`src/rtl/bp_pkg.sv`:
```
// Shared definitions for the parametrised local branch predictor: default sizes,
// FSM state type and the saturating-counter step.
package bp_pkg;

    localparam int DEF_PC_HASH_BITS = 6;
    localparam int DEF_HIST_BITS    = 6;
    localparam int DEF_CTR_BITS     = 2;
    localparam int MAX_CTR_BITS     = 4;

    typedef enum logic {
        INIT = 1'b0,
        RUN  = 1'b1
    } bp_state_t;

    // Counters are carried at the widest legal width.
    // ctrMax is the saturation ceiling for the instance's real counter width.
    function automatic logic [MAX_CTR_BITS-1:0] ctr_next(
        input logic [MAX_CTR_BITS-1:0] ctr,
        input logic                    taken,
        input logic [MAX_CTR_BITS-1:0] ctrMax
    );
        logic [MAX_CTR_BITS-1:0] result;
        result = ctr;
        if (taken) begin
            if (ctr < ctrMax) begin
                result = ctr + MAX_CTR_BITS'(1);
            end
        end else begin
            if (ctr != '0) begin
                result = ctr - MAX_CTR_BITS'(1);
            end
        end
        return result;
    endfunction

endpackage

```
`src/rtl/branch_predict_local_param_if.sv`:
```
// Fetch/memory-stage connection to the local branch predictor. The counter
// outputs exist only when BP_STATS_EN is defined.
interface branch_predict_local_param_if
    import bp_pkg::*;
#(
    parameter int PC_HASH_BITS = DEF_PC_HASH_BITS,
    parameter int HIST_BITS    = DEF_HIST_BITS
);

    logic [31:0]             pcF;
    logic                    branchM;
    logic [PC_HASH_BITS-1:0] BHT_indexM;
    logic [HIST_BITS-1:0]    PHT_indexM;
    logic                    actually_takenM;
    logic                    predict_resultM;
    logic                    predict_takeF;
    logic [PC_HASH_BITS-1:0] pc_hashingF;
    logic [HIST_BITS-1:0]    PHT_indexF;
    logic                    ready;
`ifdef BP_STATS_EN
    logic [31:0]             branch_cnt;
    logic [31:0]             mispredict_cnt;

    modport master (
        output pcF, branchM, BHT_indexM, PHT_indexM, actually_takenM, predict_resultM,
        input  predict_takeF, pc_hashingF, PHT_indexF, ready, branch_cnt, mispredict_cnt
    );

    modport slave (
        input  pcF, branchM, BHT_indexM, PHT_indexM, actually_takenM, predict_resultM,
        output predict_takeF, pc_hashingF, PHT_indexF, ready, branch_cnt, mispredict_cnt
    );
`else
    modport master (
        output pcF, branchM, BHT_indexM, PHT_indexM, actually_takenM, predict_resultM,
        input  predict_takeF, pc_hashingF, PHT_indexF, ready
    );

    modport slave (
        input  pcF, branchM, BHT_indexM, PHT_indexM, actually_takenM, predict_resultM,
        output predict_takeF, pc_hashingF, PHT_indexF, ready
    );
`endif

endinterface

```
`src/rtl/bp_table.sv`:
```
// DEPTH x WIDTH predictor table: one synchronous write port, asynchronous reads.
// The second read port feeds the read-modify-write path for training.
module bp_table #(
    parameter int DEPTH = 64,
    parameter int WIDTH = 6,
    parameter int AW    = $clog2(DEPTH)
) (
    input  logic             clk,
    input  logic             we,
    input  logic [AW-1:0]    waddr,
    input  logic [WIDTH-1:0] wdata,
    input  logic [AW-1:0]    raddr,
    output logic [WIDTH-1:0] rdata,
    input  logic [AW-1:0]    rmwAddr,
    output logic [WIDTH-1:0] rmwData
);

    logic [WIDTH-1:0] mem [DEPTH];

    always_ff @(posedge clk) begin
        if (we) begin
            mem[waddr] <= wdata;
        end
    end

    assign rdata   = mem[raddr];
    assign rmwData = mem[rmwAddr];

endmodule

```
`src/rtl/branch_predict_local_param.sv`:
```
// Two-level local branch predictor with a reset-time table-clearing sweep.
// Optional event counters are built when BP_STATS_EN is defined.
module branch_predict_local_param
    import bp_pkg::*;
#(
    parameter int PC_HASH_BITS = DEF_PC_HASH_BITS,
    parameter int HIST_BITS    = DEF_HIST_BITS,
    parameter int CTR_BITS     = DEF_CTR_BITS
) (
    input  logic clk,
    input  logic rst,
    branch_predict_local_param_if.slave bp
);

    localparam int BHT_DEPTH = 1 << PC_HASH_BITS;
    localparam int PHT_DEPTH = 1 << HIST_BITS;
    localparam int IDX_BITS  = (PC_HASH_BITS > HIST_BITS) ? PC_HASH_BITS : HIST_BITS;

    localparam logic [CTR_BITS-1:0]     CTR_INIT = CTR_BITS'((1 << (CTR_BITS - 1)) - 1);
    localparam logic [MAX_CTR_BITS-1:0] CTR_MAX  = MAX_CTR_BITS'((1 << CTR_BITS) - 1);

    bp_state_t           stateReg;
    logic [IDX_BITS-1:0] initIdxReg;
    logic                readyReg;

    logic [PC_HASH_BITS-1:0] pcHash;
    logic [HIST_BITS-1:0]    bhtLookup;
    logic [HIST_BITS-1:0]    bhtRmw;
    logic [CTR_BITS-1:0]     phtLookup;
    logic [CTR_BITS-1:0]     phtRmw;

    logic                    bhtWe;
    logic [PC_HASH_BITS-1:0] bhtWaddr;
    logic [HIST_BITS-1:0]    bhtWdata;
    logic                    phtWe;
    logic [HIST_BITS-1:0]    phtWaddr;
    logic [CTR_BITS-1:0]     phtWdata;

    logic trainEn;
    logic initBhtEn;
    logic initPhtEn;

    // Sweep covers the deeper table; the shallower one stops writing once
    // the index runs past its depth.
    always_ff @(posedge clk) begin
        if (rst) begin
            stateReg   <= INIT;
            initIdxReg <= '0;
            readyReg   <= 1'b0;
        end else begin
            case (stateReg)
                INIT: begin
                    initIdxReg <= initIdxReg + IDX_BITS'(1);
                    if (initIdxReg == '1) begin
                        stateReg <= RUN;
                        readyReg <= 1'b1;
                    end
                end
                RUN: begin
                    stateReg <= RUN;
                end
                default: begin
                    stateReg   <= INIT;
                    initIdxReg <= '0;
                    readyReg   <= 1'b0;
                end
            endcase
        end
    end

    assign pcHash    = bp.pcF[PC_HASH_BITS+1:2];
    assign trainEn   = bp.branchM && readyReg && !rst;
    assign initBhtEn = (stateReg == INIT) && ((initIdxReg >> PC_HASH_BITS) == '0);
    assign initPhtEn = (stateReg == INIT) && ((initIdxReg >> HIST_BITS) == '0);

    always_comb begin
        bhtWe    = 1'b0;
        bhtWaddr = bp.BHT_indexM;
        bhtWdata = HIST_BITS'({bhtRmw, bp.actually_takenM});
        phtWe    = 1'b0;
        phtWaddr = bp.PHT_indexM;
        phtWdata = CTR_BITS'(ctr_next(MAX_CTR_BITS'(phtRmw), bp.actually_takenM, CTR_MAX));
        if (stateReg == INIT) begin
            bhtWe    = initBhtEn;
            bhtWaddr = initIdxReg[PC_HASH_BITS-1:0];
            bhtWdata = '0;
            phtWe    = initPhtEn;
            phtWaddr = initIdxReg[HIST_BITS-1:0];
            phtWdata = CTR_INIT;
        end else begin
            bhtWe = trainEn;
            phtWe = trainEn;
        end
    end

    bp_table #(
        .DEPTH (BHT_DEPTH),
        .WIDTH (HIST_BITS),
        .AW    (PC_HASH_BITS)
    ) bhtTable (
        .clk     (clk),
        .we      (bhtWe),
        .waddr   (bhtWaddr),
        .wdata   (bhtWdata),
        .raddr   (pcHash),
        .rdata   (bhtLookup),
        .rmwAddr (bp.BHT_indexM),
        .rmwData (bhtRmw)
    );

    bp_table #(
        .DEPTH (PHT_DEPTH),
        .WIDTH (CTR_BITS),
        .AW    (HIST_BITS)
    ) phtTable (
        .clk     (clk),
        .we      (phtWe),
        .waddr   (phtWaddr),
        .wdata   (phtWdata),
        .raddr   (bhtLookup),
        .rdata   (phtLookup),
        .rmwAddr (bp.PHT_indexM),
        .rmwData (phtRmw)
    );

    // Tables hold garbage until the sweep finishes, so lookups are masked.
    assign bp.pc_hashingF   = pcHash;
    assign bp.PHT_indexF    = readyReg ? bhtLookup : '0;
    assign bp.predict_takeF = readyReg & phtLookup[CTR_BITS-1];
    assign bp.ready         = readyReg;

`ifdef BP_STATS_EN
    logic [31:0] branchCntReg;
    logic [31:0] mispredictCntReg;

    always_ff @(posedge clk) begin
        if (rst) begin
            branchCntReg     <= '0;
            mispredictCntReg <= '0;
        end else if (trainEn) begin
            branchCntReg <= branchCntReg + 32'd1;
            if (bp.predict_resultM != bp.actually_takenM) begin
                mispredictCntReg <= mispredictCntReg + 32'd1;
            end
        end
    end

    assign bp.branch_cnt     = branchCntReg;
    assign bp.mispredict_cnt = mispredictCntReg;

    logic unusedBits;
    assign unusedBits = ^{bp.pcF[31:PC_HASH_BITS+2], bp.pcF[1:0], phtLookup};
`else
    logic unusedBits;
    assign unusedBits = ^{bp.pcF[31:PC_HASH_BITS+2], bp.pcF[1:0], phtLookup, bp.predict_resultM};
`endif

endmodule
```
`src/flat_wrapper.sv`:
```
// flat-port wrapper written by rule: the top's interface ports become plain ports
module branch_predict_local_param_flat import bp_pkg::*;
#(
    parameter int PC_HASH_BITS = DEF_PC_HASH_BITS,
    parameter int HIST_BITS    = DEF_HIST_BITS,
    parameter int CTR_BITS     = DEF_CTR_BITS
)
  (clk, rst, bp_pcF, bp_branchM, bp_BHT_indexM, bp_PHT_indexM, bp_actually_takenM, bp_predict_resultM, bp_predict_takeF, bp_pc_hashingF, bp_PHT_indexF, bp_ready);
  branch_predict_local_param_if #(.PC_HASH_BITS(PC_HASH_BITS), .HIST_BITS(HIST_BITS)) bp_i ();
  input  logic clk;
  input  logic rst;
  input wire logic [$bits(bp_i.pcF)-1:0] bp_pcF;
  input wire logic [$bits(bp_i.branchM)-1:0] bp_branchM;
  input wire logic [$bits(bp_i.BHT_indexM)-1:0] bp_BHT_indexM;
  input wire logic [$bits(bp_i.PHT_indexM)-1:0] bp_PHT_indexM;
  input wire logic [$bits(bp_i.actually_takenM)-1:0] bp_actually_takenM;
  input wire logic [$bits(bp_i.predict_resultM)-1:0] bp_predict_resultM;
  output wire logic [$bits(bp_i.predict_takeF)-1:0] bp_predict_takeF;
  output wire logic [$bits(bp_i.pc_hashingF)-1:0] bp_pc_hashingF;
  output wire logic [$bits(bp_i.PHT_indexF)-1:0] bp_PHT_indexF;
  output wire logic [$bits(bp_i.ready)-1:0] bp_ready;
  assign bp_i.pcF = bp_pcF;
  assign bp_i.branchM = bp_branchM;
  assign bp_i.BHT_indexM = bp_BHT_indexM;
  assign bp_i.PHT_indexM = bp_PHT_indexM;
  assign bp_i.actually_takenM = bp_actually_takenM;
  assign bp_i.predict_resultM = bp_predict_resultM;
  assign bp_predict_takeF = bp_i.predict_takeF;
  assign bp_pc_hashingF = bp_i.pc_hashingF;
  assign bp_PHT_indexF = bp_i.PHT_indexF;
  assign bp_ready = bp_i.ready;
  branch_predict_local_param #(.PC_HASH_BITS(PC_HASH_BITS), .HIST_BITS(HIST_BITS), .CTR_BITS(CTR_BITS)) u_core (.clk(clk), .rst(rst), .bp(bp_i));
endmodule
```
`config.mk`:
```
export PLATFORM = sky130hd
export DESIGN_NAME = branch_predict_local_param_flat
export DESIGN_NICKNAME = d
export VERILOG_FILES = /design/src/rtl/bp_pkg.sv /design/src/rtl/branch_predict_local_param_if.sv /design/src/rtl/bp_table.sv /design/src/rtl/branch_predict_local_param.sv /design/src/flat_wrapper.sv
export SDC_FILE = /design/constraint.sdc
export NUM_CORES = 1
export LEC_CHECK = 0
export BUFFER_PORTS_ARGS = -buffer_cell sky130_fd_sc_hd__clkbuf_2
export CAP_MARGIN = 10
export CORE_UTILIZATION = 60
export CTS_BUF_LIST = sky130_fd_sc_hd__clkbuf_2 sky130_fd_sc_hd__clkbuf_4 sky130_fd_sc_hd__clkbuf_8
export DETAILED_ROUTE_END_ITERATION = 8
export HOLD_SLACK_MARGIN = 0.05
export PLACE_DENSITY = 0.84
export SETUP_SLACK_MARGIN = 0.5
export SLEW_MARGIN = 0
export SYNTH_ARGS = -nofsm -noshare
export SYNTH_HDL_FRONTEND = slang
export SYNTH_SLANG_ARGS = --single-unit
export TNS_END_PERCENT = 100
```
`constraint.sdc`:
```
create_clock -name clk -period 11.5 [get_ports clk]
set_input_delay 0.575 -clock clk [delete_from_list [all_inputs] [get_ports clk]]
set_output_delay 0.575 -clock clk [all_outputs]
set_load 0.01 [all_outputs]
```
==> results.yml <==
clock_network:
  htree_levels: 3
  hold_buffers: 0
  cts_made_buffers: 81
  cts.clk_slew.worst_paths_ns: 0.06
  postCtsSetupRepairBufs: 0
  clockBufferDepth: 3
  cts_tree: "built"
  cts_resized: 0
  cts-root-buf: "clkbuf_8"
  clk_latency_ns: 0.65
  clock_sinks: 520
power:
  p_per_area_nw_per_um2: 146
  ir_drop_v: 0.0000897
  p_leak_nw: 8.63
die:
  die_w_um: 203
  dieArea_um2: 41300
  die_h_um: 203
  initial_utilization_pct: 61.0
  rows: 73
  io_pins: 63
  coreArea_um2: 39800
cells_and_area:
  multi_input_comb_area_um2: 8300
  area_growth_syn_to_layout_pct: 8.39
  fillers: 2580
  nNetsFinal: 1449
  fin_util_pct: 66.1
  seq_area_um2: 15500
  finalNonFillerCells: 1984
  layout-drive-gt1-share_pct: 29.1
grt:
  grt_max_degree: 65
  grt_pass1_vias: 14300
  grt_first_pass_wirelength_um: 89000
  antenna_found_initial: 2
  grt-ovfl-total: 0
  grt_usage_pct: 29.8
timing:
  fin_ws_ns: 5.22
  worst_hold_slack_ns: 0.273
  fmax_ghz: 0.159
  maxSlewHeadroom_pct: 15.4
  worst_pin_slew_ns: 1.27
  slew_viol_final: 0
  final_hold_viol_count: 0
  period_needed_ns: 6.28
  skew_ns: 0.0360
  setup_tns_ns: 0
  rsz0062_at_grt: "no"
  fin_crit_sh_pct: 54.6
  setup_violations: 0
detailed_routing:
  ant_nets: 0
  first_pass_iters: 5
  drt_first_iter_violations: 2131
  vias: 14300
  wirelength_um: 59800
  drt-vias-per-instance: 7.23
  route.detailed.drc: 0
  wl_per_cell_um: 30.1
place:
  gp_congestion: 0.978
  place_ws_ns: 5.49
  io_buffers: 35
  dpl.cell_count: 1840
  hpwlAfterDp_um: 38900
synthesis:
  synth_area_um2: 24300
  ys.flop_type: "edfxtp_1"
  yosysTopAreaCell: "edfxtp_1"
  synthSimpleGateAreaFrac_pct: 5.71
  synth_edf_count: 512
  synth_mux_area_share_pct: 24.6
  synth_top_cell_area_share_pct: 63.3
  syn_inst: 1358
  syn_area_per_cell_um2: 17.9
  ys_top_cells_by_area: "edfxtp_1, mux4_2, mux2i_1, nor2_1, nand2_1"
  ys_warn_count: 0
  synth_top_family_by_area: "multiplexers"
  synth_compound_area_share_pct: 3.54
  ys_types: 66
  yosysSeqAreaShare_pct: 63.9
  synth_fa_ha_area_share_pct: 0.0515
  syn-num-nets: 1408
  synth_xor_area_share_pct: 0.144
  ys_ff_latch: 520
  async_flop_share_pct: 0
worst_setup_path:
  criticalPathCategory: "in -> out"
  cp_cell_sequence: "buf_4 -> buf_4 -> mux2i_1 -> a22oi_1 -> nand3_1 -> nand4_1 -> a21oi_4 -> mux2i_1 -> a22o_1 -> nor3_1 -> a31oi_1 -> a31oi_1 -> clkbuf_2"
  crit_slowest_cell: "a21oi_4"
  cp-end-kind: "primary output"
  arrival_ns: 5.71
  crit_fanout: 41
  max_stage_delay_ns: 1.23
  cp.required_ns: 10.93
  start_kind: "primary input"
run_status:
  status: "complete, no violations"
worst_hold_path:
  min_path_type: "in -> reg"
job:
  cap_violations: 0
==> kinds of logic (layout without fill, tap and decap cells) <==
group                    after synthesis  after routing
flip-flops                           520            520
multiplexers                         304            304
other                                  0              2
AND/OR/NAND/NOR                      315            315
XOR/XNOR                               4              4
buffers and inverters                 99            198
adder cells (fa/ha/maj)                1              1
AO/OA/AOI/OAI                        115            115
==> placed cells by master, fill, tap and decap left out, types with 3 or more instances in the layout <==
cell        instances
nand2b_1           11
a22oi_1            31
clkbuf_4           22
o22ai_1            10
inv_1               6
mux2_1              3
edfxtp_1          512
and2_2              6
nand2_1            66
mux2i_1            61
a31oi_1             3
dfxtp_1             8
nand3_1            27
o21ai_0             9
nand4_1             3
clkinv_2            9
a22o_1              9
and2_1              9
clkbuf_8           82
o21ai_1             3
and3_1              3
o211ai_1            4
o32ai_1             3
buf_4              16
mux2_2              7
nor3_1              9
xor2_1              3
clkinv_1           22
mux4_2            233
a211oi_1            5
a21oi_1            14
nor2b_1            13
nor2_1            156
clkinvlp_4          5
clkbuf_2           31
==> path summary, 6_finish.rpt <==
| kind | start | slack, ns | to | depth (start not counted) |
|---|---|---|---|---|
| worst max-delay path | bp_pcF[3] | 5.22 | bp_predict_takeF | 13 |
| worst min-delay path | rst | 0.27 | u_core.initIdxReg[5]$_SDFFE_PP0N_ | 2 |
| worst max register to register | u_core.phtTable.mem[27][1]$_DFFE_PP_ | 8.27 | u_core.phtTable.mem[28][1]$_DFFE_PP_ | 6 |
| worst min register to register | u_core.initIdxReg[5]$_SDFFE_PP0N_ | 0.56 | u_core.initIdxReg[5]$_SDFFE_PP0N_ | 2 |
==> registers in the layout, indices dropped and copies added (netlist names) <==
signal / count
u_core.bp.ready: 1
u_core.initIdxReg: 6
u_core.phtTable.mem: 128
u_core.stateReg: 1
u_core.bhtTable.mem: 384
==> stage by stage <==
stage	total power, W	cell area (um^2)
after floorplan	0.00233	24300
after global placement	0.00241	24800
after detailed placement	0.00241	24800
after CTS	0.00384	26300
after global routing	0.00394	26300
final	0.00384	26300
==> Yosys cell counts, drive strengths merged, types with 4 or more instances <==
cell type	count
edfxtp	512
mux4	233
nor2	157
nand2	66
mux2i	61
buf	50
clkbuf	41
a22oi	31
nand3	27
and2	16
a21oi	15
nor2b	13
o21ai	13
nand2b	11
mux2	10
o22ai	10
a22o	9
nor3	9
dfxtp	8
inv	7
a211oi	5
o211ai	4
==> final cells by class <==
cell class              instances  share of cell area (%)
diodes                          2                  0.0190
repair buffers                 49                    1.19
inverters                       8                   0.114
clock inverters                37                   0.789
multi-input cells             739                    31.5
well taps                     525                    2.49
flip-flops and latches        520                    59.0
clock buffers                 104                    4.91
==> power breakdown <==
group	internal [W]	switching (W)	leakage [nW]	total (W)
Clock	0.000758	0.000704	0.781	0.00146
Combinational	0.000130	0.000183	2.83	0.000313
Sequential	0.00206	0.00000580	5.01	0.00207
Total	0.00295	0.000893	8.63	0.00384
==> routing by layer <==
layer	up-vias	wire (um)	part of all wire, %	GRT usage (%)
met5	-	13	0.022	0
li1	5725	-	-	-
met4	2	2400	4.0	12.7
met2	1186	28400	48	46.1
met3	181	7780	13	6.71
met1	7254	21200	35	41.6
==> worst max-delay path, delay by kind of cell <==
family | cells | cell delay (ns)
compound gates | 5 | 2.03
buf+inv | 3 | 1.25
simple gates | 3 | 1.24
mux | 2 | 0.56
Note: power is estimated with default switching activity, not from simulation.
